[src/rtl/dshot_frame_receiver.sv]
// dshot_frame_receiver: samples the DShot line, classifies pulses by high time and assembles 16-bit frames.
module dshot_frame_receiver #(
  parameter int THRESH_CYCLES   = 40,
  parameter int MIN_HIGH_CYCLES = 8,
  parameter int TIMEOUT_CYCLES  = 160
) (
  input  logic        clk,
  input  logic        rst,
  input  logic        dshot_in,
  output logic [15:0] raw_data,
  output logic        frame_valid,
  output logic        frame_error,
  output logic        busy
);
  localparam int CW = $clog2(TIMEOUT_CYCLES + 1);
  localparam logic [CW-1:0] T_MAX = CW'(TIMEOUT_CYCLES);
  localparam logic [CW-1:0] T_BIT = CW'(THRESH_CYCLES);
  localparam logic [CW-1:0] T_MIN = CW'(MIN_HIGH_CYCLES);
  localparam logic [1:0] IDLE = 2'd0, HIGH = 2'd1, LOW = 2'd2, STUCK = 2'd3;
  logic          sync_q, s_q, sd_q;
  logic [1:0]    state_q, state_d;
  logic [CW-1:0] hi_cnt_q, hi_cnt_d, lo_cnt_q, lo_cnt_d;
  logic [4:0]    bit_cnt_q, bit_cnt_d;
  logic [15:0]   shreg_q, shreg_d, raw_q, raw_d, nbit;
  logic          valid_q, valid_d, error_q, error_d;
  logic          rise, fall;
  always_comb begin
    rise      = s_q & ~sd_q;
    fall      = ~s_q & sd_q;
    nbit      = {shreg_q[14:0], hi_cnt_q >= T_BIT};
    state_d   = state_q;
    hi_cnt_d  = rise ? CW'(1) : (s_q && hi_cnt_q != T_MAX) ? hi_cnt_q + CW'(1) : hi_cnt_q;
    lo_cnt_d  = lo_cnt_q;
    bit_cnt_d = bit_cnt_q;
    shreg_d   = shreg_q;
    raw_d     = raw_q;
    valid_d   = 1'b0;
    error_d   = 1'b0;
    case (state_q)
      IDLE: if (rise) begin
        state_d   = HIGH;
        bit_cnt_d = 5'd0;
      end
      HIGH: if (fall) begin
        if (hi_cnt_q < T_MIN) begin
          error_d = 1'b1;
          state_d = IDLE;
        end else begin
          shreg_d   = nbit;
          bit_cnt_d = bit_cnt_q + 5'd1;
          if (bit_cnt_q == 5'd15) begin
            raw_d   = nbit;
            valid_d = 1'b1;
            state_d = IDLE;
          end else begin
            lo_cnt_d = CW'(1);
            state_d  = LOW;
          end
        end
      end else if (hi_cnt_q == T_MAX) begin
        error_d = 1'b1;
        state_d = STUCK;
      end
      LOW: if (rise) state_d = HIGH;
      else if (lo_cnt_q == T_MAX) begin
        error_d = 1'b1;
        state_d = IDLE;
      end else lo_cnt_d = lo_cnt_q + CW'(1);
      default: if (fall) state_d = IDLE;
    endcase
  end
  // sync chain resets high so a line already high at reset release is not a start
  always_ff @(posedge clk) begin
    if (rst) begin
      sync_q    <= 1'b1;
      s_q       <= 1'b1;
      sd_q      <= 1'b1;
      state_q   <= IDLE;
      hi_cnt_q  <= '0;
      lo_cnt_q  <= '0;
      bit_cnt_q <= '0;
      shreg_q   <= '0;
      raw_q     <= '0;
      valid_q   <= 1'b0;
      error_q   <= 1'b0;
    end else begin
      sync_q    <= dshot_in;
      s_q       <= sync_q;
      sd_q      <= s_q;
      state_q   <= state_d;
      hi_cnt_q  <= hi_cnt_d;
      lo_cnt_q  <= lo_cnt_d;
      bit_cnt_q <= bit_cnt_d;
      shreg_q   <= shreg_d;
      raw_q     <= raw_d;
      valid_q   <= valid_d;
      error_q   <= error_d;
    end
  end
  assign raw_data    = raw_q;
  assign frame_valid = valid_q;
  assign frame_error = error_q;
  assign busy        = state_q != IDLE;
endmodule

[config.mk]
export PLATFORM = sky130hd
export DESIGN_NAME = dshot_frame_receiver
export DESIGN_NICKNAME = d
export VERILOG_FILES = /design/src/rtl/dshot_frame_receiver.sv
export SDC_FILE = /design/constraint.sdc
export NUM_CORES = 1
export LEC_CHECK = 0
export CAP_MARGIN = 20
export CORE_MARGIN = 3
export CORE_UTILIZATION = 55
export DETAILED_ROUTE_END_ITERATION = 16
export GPL_TIMING_DRIVEN = 0
export PLACE_DENSITY = 0.76
export SYNTH_ARGS = -nofsm -noshare
export SYNTH_HDL_FRONTEND = slang
export SYNTH_SLANG_ARGS = --single-unit
[constraint.sdc]
create_clock -name clk -period 6.35 [get_ports clk]
set_input_delay 0.9525 -clock clk [delete_from_list [all_inputs] [get_ports clk]]
set_output_delay 0.9525 -clock clk [all_outputs]
set_load 0.02 [all_outputs]
==> results of run 1 <==
==> routing by layer <==
metal / track usage / wire (um)
met5: 0 / 0
met4: 0.114 / 89
met3: 0.0458 / 260
met2: 0.314 / 2530
met1: 0.260 / 2560
==> cell families (layout without fill, tap and decap cells) <==
group,after synthesis,in the layout,synth area share
simple gates,108,108,0.203
xor+xnor,6,6,0.0190
fa+ha+maj,10,10,0.0452
mux,31,31,0.112
compound gates,48,48,0.137
flops,59,59,0.427
buf+inv,29,64,0.0570
==> power groups by stage <==
| stage | sequential [W] | combinational [W] | clock, W |
|---|---|---|---|
| 6_report | 0.000387 | 0.000113 | 0.000292 |
| 2_1_floorplan | 0.000393 | 0.0000857 | 0 |
| 5_1_grt | 0.000389 | 0.000127 | 0.000313 |
| 4_1_cts | 0.000387 | 0.000113 | 0.000297 |
| 3_3_place_gp | 0.000395 | 0.000111 | 0 |
| 3_5_place_dp | 0.000395 | 0.000112 | 0 |
==> stage by stage <==
step / cell area [um^2] / util / power (W) / setup slack [ns] / cells
3_5_place_dp: 3050 / 0.638 / 0.000508 / 3.76 / 378
6_report: 3220 / 0.673 / 0.000792 / 3.58 / 393
2_1_floorplan: 2770 / - / 0.000479 / 4.16 / 291
5_1_grt: 3220 / 0.673 / 0.000829 / 3.49 / 393
4_1_cts: 3220 / 0.673 / 0.000797 / 3.56 / 393
3_3_place_gp: 3050 / 0.638 / 0.000506 / 3.70 / 378
==> sequential cells by signal (all words and copies together), names as in the netlist, 2 cells and up <==
signal	cells
bit_cnt_q	5
hi_cnt_q	8
lo_cnt_q	8
raw_data	16
shreg_q	15
state_q	2
==> final cells by class <==
| type | instances | area share |
|---|---|---|
| multi-input cells | 203 | 0.444 |
| flip-flops and latches | 59 | 0.367 |
| repair buffers | 20 | 0.0622 |
| clock buffers | 10 | 0.0428 |
| plain buffers | 15 | 0.0326 |
| well taps | 67 | 0.0260 |
| inverters | 14 | 0.0163 |
| clock inverters | 5 | 0.00933 |
==> worst max-delay path: stages, from the launching register on <==
cell and delay (ns):
dfxtp_1 0.39, inv_1 0.08, ha_1 0.23, inv_1 0.15
clkdlybuf4s50_1 0.63
==> synthesized netlist by cell type (all sizes together) (3+ instances only) <==
master   instances
or2              6
or4              4
nor4             3
nor3             7
and3             3
nand3           10
mux2i           31
nand2           11
a31oi            3
nor2            41
o2111ai          5
xor2             5
nor3b            3
inv             13
clkbuf           7
nand4            5
dfxtp           59
a32o             5
o21ai            7
ha              10
a211oi           4
buf              8
a21oi            8
nand2b           5
==> how the worst max path moves through the flow <==
stage                       from     endpoint  slack, ns  depth (start not counted)
CTS                   state_q[0]         busy       3.56                          4
global placement    bit_cnt_q[0]  lo_cnt_q[0]       3.70                          7
global route          state_q[0]         busy       3.49                          4
floorplan           bit_cnt_q[0]  lo_cnt_q[0]       4.16                          7
detailed placement  bit_cnt_q[0]  lo_cnt_q[0]       3.76                          7
finish                state_q[0]         busy       3.58                          4
==> impl_metrics.yaml, run 1 <==
power:
  total_leakage_power_nw: 1.36
  p_seq_frac: 0.489
  p_int_w: 0.000569
  vdd_ir_drop_max_mv: 0.142
  p_comb_frac: 0.143
  power_density_nw_per_um2: 246
  swShare: 0.282
  netSwitchingPower_w: 0.000223
  pwr-share-clk: 0.368
synthesis:
  synthCells: 291
  synth_cell_types: 54
  synthTopCellsByArea: "dfxtp_1 (43%), mux2i_1 (11%), nor2_1 (5.6%)"
  synth_area_leader_cell: "dfxtp_1"
  async_flop_share: 0
  synth_area_um2: 2770
  ys_ff_latch: 59
  synth-edff-count: 0
  syn_area_per_cell_um2: 9.51
  syn-num-nets: 304
  yosysTopAreaCellShare: 0.427
  synth_flop_cell: "dfxtp_1"
  seq_area_frac_synth: 0.427
  yosysWarnings: 0
die:
  die_h_um: 76.9
  die_w_um: 76.9
  io_pins: 22
  core_area_um2: 4790
  rows: 25
  die-area_um2: 5920
  start_util: 0.578
sta:
  whs_ns: 0.413
  fmax_mhz: 361
  relSlewSlack: 0.323
  slew_viol_final: 0
  setup_tns_ns: 0
  max_slew.worst_pin.slew_ns: 1.01
  rsz0062_at_grt: "no"
  fin_crit_ns: 2.77
  finClkSkew_ns: 0.00555
  finalHoldViolCount: 0
  setup_viol: 0
  fin_crit_sh: 0.436
clock_tree:
  cts_tree: "built"
  cts.sinks: 59
  htreeDepth: 3
  clock_latency_ns: 0.34
  clk_pin_slew_ns: 0.06
  postCtsSetupRepairBufs: 0
  cts_inserted_buffers: 9
  ctsResizeCount: 0
  hold_buffers: 0
  clock_path_buffers: 2
  cts_root_buffer: "clkbuf_8"
layout:
  syn2layout_area_growth_pct: 16.3
  antenna_cells: 0
  fillers: 410
  nets: 335
  final_common_cell: "dfxtp_1"
  final_cell_mix: "dfxtp_1 (59), nor2_1 (41), mux2i_1 (31), clkdlybuf4s50_1 (20), inv_1 (13)"
  regArea_um2: 1180
  drive_gt1_frac: 0.110
  multi_input_area_um2: 1430
placed_design:
  gp_congestion: 0.844
  hpwl_um: 3740
  io_buffers: 20
route:
  dr.pass1.iters: 4
  ant_nets: 0
  wirelength_um: 5440
  wl_per_cell_um: 13.8
  drc: 0
  vias: 2197
  viasPerCell: 5.59
  drt_iter0_drc: 183
global_route:
  grt_pass1_vias: 2108
  grt_max_degree: 11
  grt_antenna_before_repair: 0
  track_usage: 0.203
  grt_pass1_wl_um: 9620
  overflow: 0
worst_hold_path:
  hp-start: "sync_q"
  min_path_cells: 1
  hold_path.class: "reg -> reg"
  hold_end: "s_q"
critical_path:
  worstSetupEndpointType: "output port"
  startpoint_type: "register"
  reg2reg_from: "bit_cnt_q[0]"
  worst-r2r-cell-count: 7
  worstReg2RegEnd: "lo_cnt_q[0]"
  r2r_setup_slack_ns: 3.72
  cp_max_fo: 5
  worstPathRequired_ns: 5.40
  critical_path_arrival_ns: 1.81
  critical_path_class: "reg -> out"
run:
  drv_cap: 0
outcome:
  status: "finished clean"
Power figures use the tool's default switching activity.
==> run 2, diff against run 1 <==
--- a/config.mk
+++ b/config.mk
@@ -7,10 +7,10 @@
 export LEC_CHECK = 0
 export CAP_MARGIN = 20
 export CORE_MARGIN = 3
-export CORE_UTILIZATION = 55
+export CORE_UTILIZATION = 52
 export DETAILED_ROUTE_END_ITERATION = 16
 export GPL_TIMING_DRIVEN = 0
-export PLACE_DENSITY = 0.76
+export PLACE_DENSITY = 0.75
 export SYNTH_ARGS = -nofsm -noshare
 export SYNTH_HDL_FRONTEND = slang
 export SYNTH_SLANG_ARGS = --single-unit
==> constraint.sdc (replaced) <==
create_clock -name clk -period 2.5 [get_ports clk]
set_input_delay 0.375 -clock clk [delete_from_list [all_inputs] [get_ports clk]]
set_output_delay 0.375 -clock clk [all_outputs]
set_load 0.02 [all_outputs]
==> run 2 against run 1 <==
Sequential cell count is the same. Via count grew 0.41%. Worst setup slack lost 3.5 ns. Power grew to 2.8 times the previous value. First-iteration DRC count shrank 35%. Cell count is the same. Register-to-register slack lost 3.6 ns.
==> impl_metrics.yaml, run 2 (synthesized netlist as in run 1, its figures left out) <==
outcome:
  status: "finished clean"
route:
  wl_per_cell_um: 13.9
  wirelength_um: 5450
  drt_iter0_drc: 119
  ant_nets: 0
  vias: 2206
  drc: 0
  viasPerCell: 5.61
  dr.pass1.iters: 4
layout:
  fin_util: 0.664
  syn2layout_area_growth_pct: 18.5
  drive_gt1_frac: 0.117
  nets: 335
  multi_input_area_um2: 1440
  fillers: 432
  largest_reg_flops: 16
  antenna_cells: 0
  final_cell_mix: "dfxtp_1 (59), nor2_1 (41), mux2i_1 (31), clkdlybuf4s50_1 (20), inv_1 (13)"
  final_common_cell: "dfxtp_1"
  regArea_um2: 1180
clock_tree:
  cts.sinks: 59
  clock_path_buffers: 2
  hold_buffers: 0
  postCtsSetupRepairBufs: 0
  cts_inserted_buffers: 9
  cts_root_buffer: "clkbuf_8"
  htreeDepth: 3
  clock_latency_ns: 0.34
  clk_pin_slew_ns: 0.06
  cts_tree: "built"
power:
  p_seq_frac: 0.442
  vdd_ir_drop_max_mv: 0.413
  p_int_w: 0.00165
  swShare: 0.257
  netSwitchingPower_w: 0.000572
  pwr-share-clk: 0.426
  total_leakage_power_nw: 1.38
  power_density_nw_per_um2: 678
  p_comb_frac: 0.132
die:
  rows: 25
  die-area_um2: 6230
  start_util: 0.560
  io_pins: 22
  die_h_um: 79.0
  core_area_um2: 4940
  die_w_um: 79.0
placed_design:
  io_buffers: 20
  gp_congestion: 0.890
  hpwl_um: 3790
  place_ws_ns: -0.0583
worst_hold_path:
  min_path_cells: 1
  hold_end: "s_q"
  hp-start: "sync_q"
  hold_path.class: "reg -> reg"
global_route:
  overflow: 0
  grt_max_degree: 11
  grt_pass1_vias: 2144
  track_usage: 0.195
  grt_pass1_wl_um: 9670
  grt_antenna_before_repair: 0
sta:
  relSlewSlack: 0.570
  layout_setup_ws_ns: 0.129
  finClkSkew_ns: 0.00706
  fmax_mhz: 422
  finalHoldViolCount: 0
  rsz0062_at_grt: "no"
  max_slew.worst_pin.slew_ns: 0.639
  fin_crit_ns: 2.37
  fin_crit_sh: 0.948
  slew_viol_final: 0
  setup_viol: 0
  whs_ns: 0.416
critical_path:
  cp_max_fo: 6
  reg2reg_from: "bit_cnt_q[0]"
  worstReg2RegEnd: "lo_cnt_q[0]"
  critical_path_class: "reg -> reg"
  worst-r2r-cell-count: 7
  worstSetupEndpointType: "register"
  r2r_setup_slack_ns: 0.13
  startpoint_type: "register"
  critical_path_arrival_ns: 2.56
  cp-startpoint: "bit_cnt_q[0]"
  worstPathRequired_ns: 2.69
run:
  drv_cap: 0
==> run 2: cell types whose count changed in the layout (fill, tap and decap cells not counted), sizes merged <==
| cell | delta |
|---|---|
| bufinv | +2 |
| clkinvlp | -1 |
| clkinv | -1 |
==> run 2: worst max-delay path: stages (launching register included) <==
cell	delay, ns
dfxtp_1	0.33
ha_1	0.23
and3_1	0.19
ha_1	0.21
nand2b_1	0.21
o221a_2	0.31
nor4_2	0.59
a211oi_1	0.15
==> run 2: area by class of cell <==
class                           instances  share of cell area
Sequential cell                        59               0.360
Buffer                                 15              0.0320
Clock buffer                           10              0.0420
Tap cell                               67              0.0256
Timing Repair Buffer                   20              0.0610
Multi-Input combinational cell        203               0.440
Clock inverter                          5              0.0237
Inverter                               14              0.0160
==> run 2: power groups by stage <==
stage	logic (W)	clock network, W	registers, W
2_1_floorplan	0.000218	0	0.000999
3_3_place_gp	0.000280	0	0.00100
3_5_place_dp	0.000282	0	0.00100
4_1_cts	0.000285	0.000969	0.000983
5_1_grt	0.000328	0.00102	0.000987
6_report	0.000292	0.000947	0.000983
==> run 2: worst max path at each step <==
stage | slack (ns) | depth (start not counted) | end
6_report | 0.13 | 7 | lo_cnt_q[0]
5_1_grt | 0.001 | 7 | lo_cnt_q[0]
4_1_cts | 0.19 | 7 | lo_cnt_q[0]
3_5_place_dp | -0.06 | 7 | lo_cnt_q[0]
3_3_place_gp | -0.13 | 7 | lo_cnt_q[0]
2_1_floorplan | 0.31 | 7 | lo_cnt_q[0]
==> run 2: what timing repair did <==
| action | in CTS | in global routing |
|---|---|---|
| gates cloned | 0 | 0 |
| setup endpoints to repair | 6 | 1 |
| pin swaps | 0 | 0 |
| resized for setup | 1 | 1 |
==> run 2: stage by stage <==
stage	power (W)	cell area (um^2)	setup TNS, ns	instances
after floorplan	0.00122	2770	0	291
after global placement	0.00128	3050	-0.524	378
after detailed placement	0.00129	3050	-0.109	378
after CTS	0.00224	3270	0	393
after global routing	0.00233	3280	0	393
final	0.00222	3280	0	393
==> run 2: metal layers <==
metal | wire [um] | global-route usage | share of wire | up-vias
met2 | 2510 | 0.307 | 0.46 | 44
met1 | 2620 | 0.251 | 0.48 | 1034
met5 | 0 | 0 | 0 | -
li1 | - | - | - | 1118
met4 | 104 | 0.108 | 0.019 | 0
met3 | 214 | 0.0351 | 0.039 | 10
==> run 3, diff against run 2 <==
--- a/config.mk
+++ b/config.mk
@@ -6,7 +6,7 @@
 export NUM_CORES = 1
 export LEC_CHECK = 0
 export CAP_MARGIN = 20
-export CORE_MARGIN = 3
+export CORE_ASPECT_RATIO = 1.2
 export CORE_UTILIZATION = 52
 export DETAILED_ROUTE_END_ITERATION = 16
 export GPL_TIMING_DRIVEN = 0
==> run 3 against run 2 <==
Maximum frequency increased by 0.71%. Power increased by 2.1%. Critical path depth unchanged. Cell count decreased by 1.8%. Non-clock buffer count unchanged. Register-to-register slack improved by 0.02 ns. Critical path type unchanged.
==> impl_metrics.yaml, run 3 (synthesized netlist as in run 1, its figures left out) <==
clock_tree:
  clk_pin_slew_ns: 0.07
  cts.sinks: 59
  cts_root_buffer: "clkbuf_8"
  cts_tree: "built"
  cts_inserted_buffers: 9
  htreeDepth: 3
  clock_latency_ns: 0.34
  clock_path_buffers: 2
layout:
  antenna_cells: 0
  final_common_cell: "dfxtp_1"
  design_area_um2: 3270
  nets: 335
  largest_reg_flops: 16
  stdcell_count: 386
  fillers: 414
  final_cell_mix: "dfxtp_1 (59), nor2_1 (41), mux2i_1 (31), clkdlybuf4s50_1 (20), inv_1 (13)"
  drive_gt1_frac: 0.113
  syn2layout_area_growth_pct: 18.3
sta:
  slew_viol_final: 0
  whs_ns: 0.408
  finalHoldViolCount: 0
  fmax_mhz: 425
  fin_crit_ns: 2.35
  max_slew.worst_pin.slew_ns: 0.719
  relSlewSlack: 0.521
  finClkSkew_ns: 0.00709
  setup_viol: 0
  rsz0062_at_grt: "no"
  layout_setup_ws_ns: 0.146
  fin_crit_sh: 0.942
placed_design:
  place_area_um2: 3040
  place_ws_ns: -0.0403
  dp_cells: 371
  hpwl_um: 3850
  io_buffers: 20
  gp_congestion: 0.864
die:
  rows: 28
  die-area_um2: 5620
  io_pins: 22
  die_w_um: 68.6
  die_h_um: 81.9
  start_util: 0.552
  core_area_um2: 5010
power:
  vdd_ir_drop_max_mv: 0.514
  total_leakage_power_nw: 1.39
  p_int_w: 0.00168
  power_w: 0.00227
  power_density_nw_per_um2: 693
  swShare: 0.259
  p_comb_frac: 0.130
  netSwitchingPower_w: 0.000587
  pwr-share-clk: 0.436
  p_seq_frac: 0.434
outcome:
  status: "finished clean"
worst_hold_path:
  hold_path.class: "reg -> reg"
critical_path:
  worstSetupEndpointType: "register"
  critical_path_class: "reg -> reg"
  startpoint_type: "register"
  critical_path_arrival_ns: 2.58
  r2r_setup_slack_ns: 0.15
  worstPathRequired_ns: 2.73
  cp_max_fo: 8
global_route:
  grt_pass1_wl_um: 9430
  overflow: 0
  grt_pass1_vias: 2016
  track_usage: 0.229
  grt_antenna_before_repair: 0
  grt_max_degree: 11
route:
  drc: 0
  drt_iter0_drc: 169
  vias: 2223
  wirelength_um: 5700
  viasPerCell: 5.76
  wl_per_cell_um: 14.8
  ant_nets: 0
  dr.pass1.iters: 4
run:
  drv_cap: 0
[run 3: final cells by class]
cell class / count / area (um^2) / area share
multi-input cells: 203 / 1440 / 0.438
flip-flops and latches: 59 / 1180 / 0.361
repair buffers: 20 / 200 / 0.0611
clock buffers: 11 / 151 / 0.0462
plain buffers: 15 / 105 / 0.0321
well taps: 60 / 75.1 / 0.0229
clock inverters: 4 / 73.8 / 0.0225
inverters: 14 / 52.6 / 0.0160
[run 3: path summary, 6_finish.rpt]
kind,endpoint,startpoint,depth (start not counted)
min,s_q,sync_q,1
max reg2reg,lo_cnt_q[7],bit_cnt_q[0],7
max,lo_cnt_q[7],bit_cnt_q[0],7
min reg2reg,s_q,sync_q,1
[run 3: per-stage QoR]
stage,setup TNS [ns],util
floorplan,0,-
global route,0,0.654
global placement,-0.300,0.607
finish,0,0.654
CTS,0,0.654
detailed placement,-0.0514,0.607
[run 3: worst max-delay path, stage by stage, from the launching register on]
cell	delay [ns]
dfxtp_1	0.33
ha_1	0.23
and3_1	0.19
ha_1	0.21
nand2b_1	0.19
o221ai_1	0.58
o2111ai_1	0.21
a32o_1	0.30
[run 3: repair_timing]
item                       CTS  global route
gates resized for setup      1             0
setup endpoints to repair    5             0
buffers inserted             0             0
hold buffers                 0             0
[run 3: routing by layer]
layer  routed length [um]  track usage
met5                    0            0
met4                   50       0.0896
met3                  211       0.0764
met2                 2760        0.364
met1                 2680        0.280
[run 3: power groups by stage]
stage,combinational [W],sequential (W),clock [W]
CTS,0.000293,0.000983,0.00101
global placement,0.000284,0.00100,0
finish,0.000296,0.000984,0.000989
detailed placement,0.000288,0.00100,0
global route,0.000328,0.000986,0.00105
floorplan,0.000218,0.000999,0
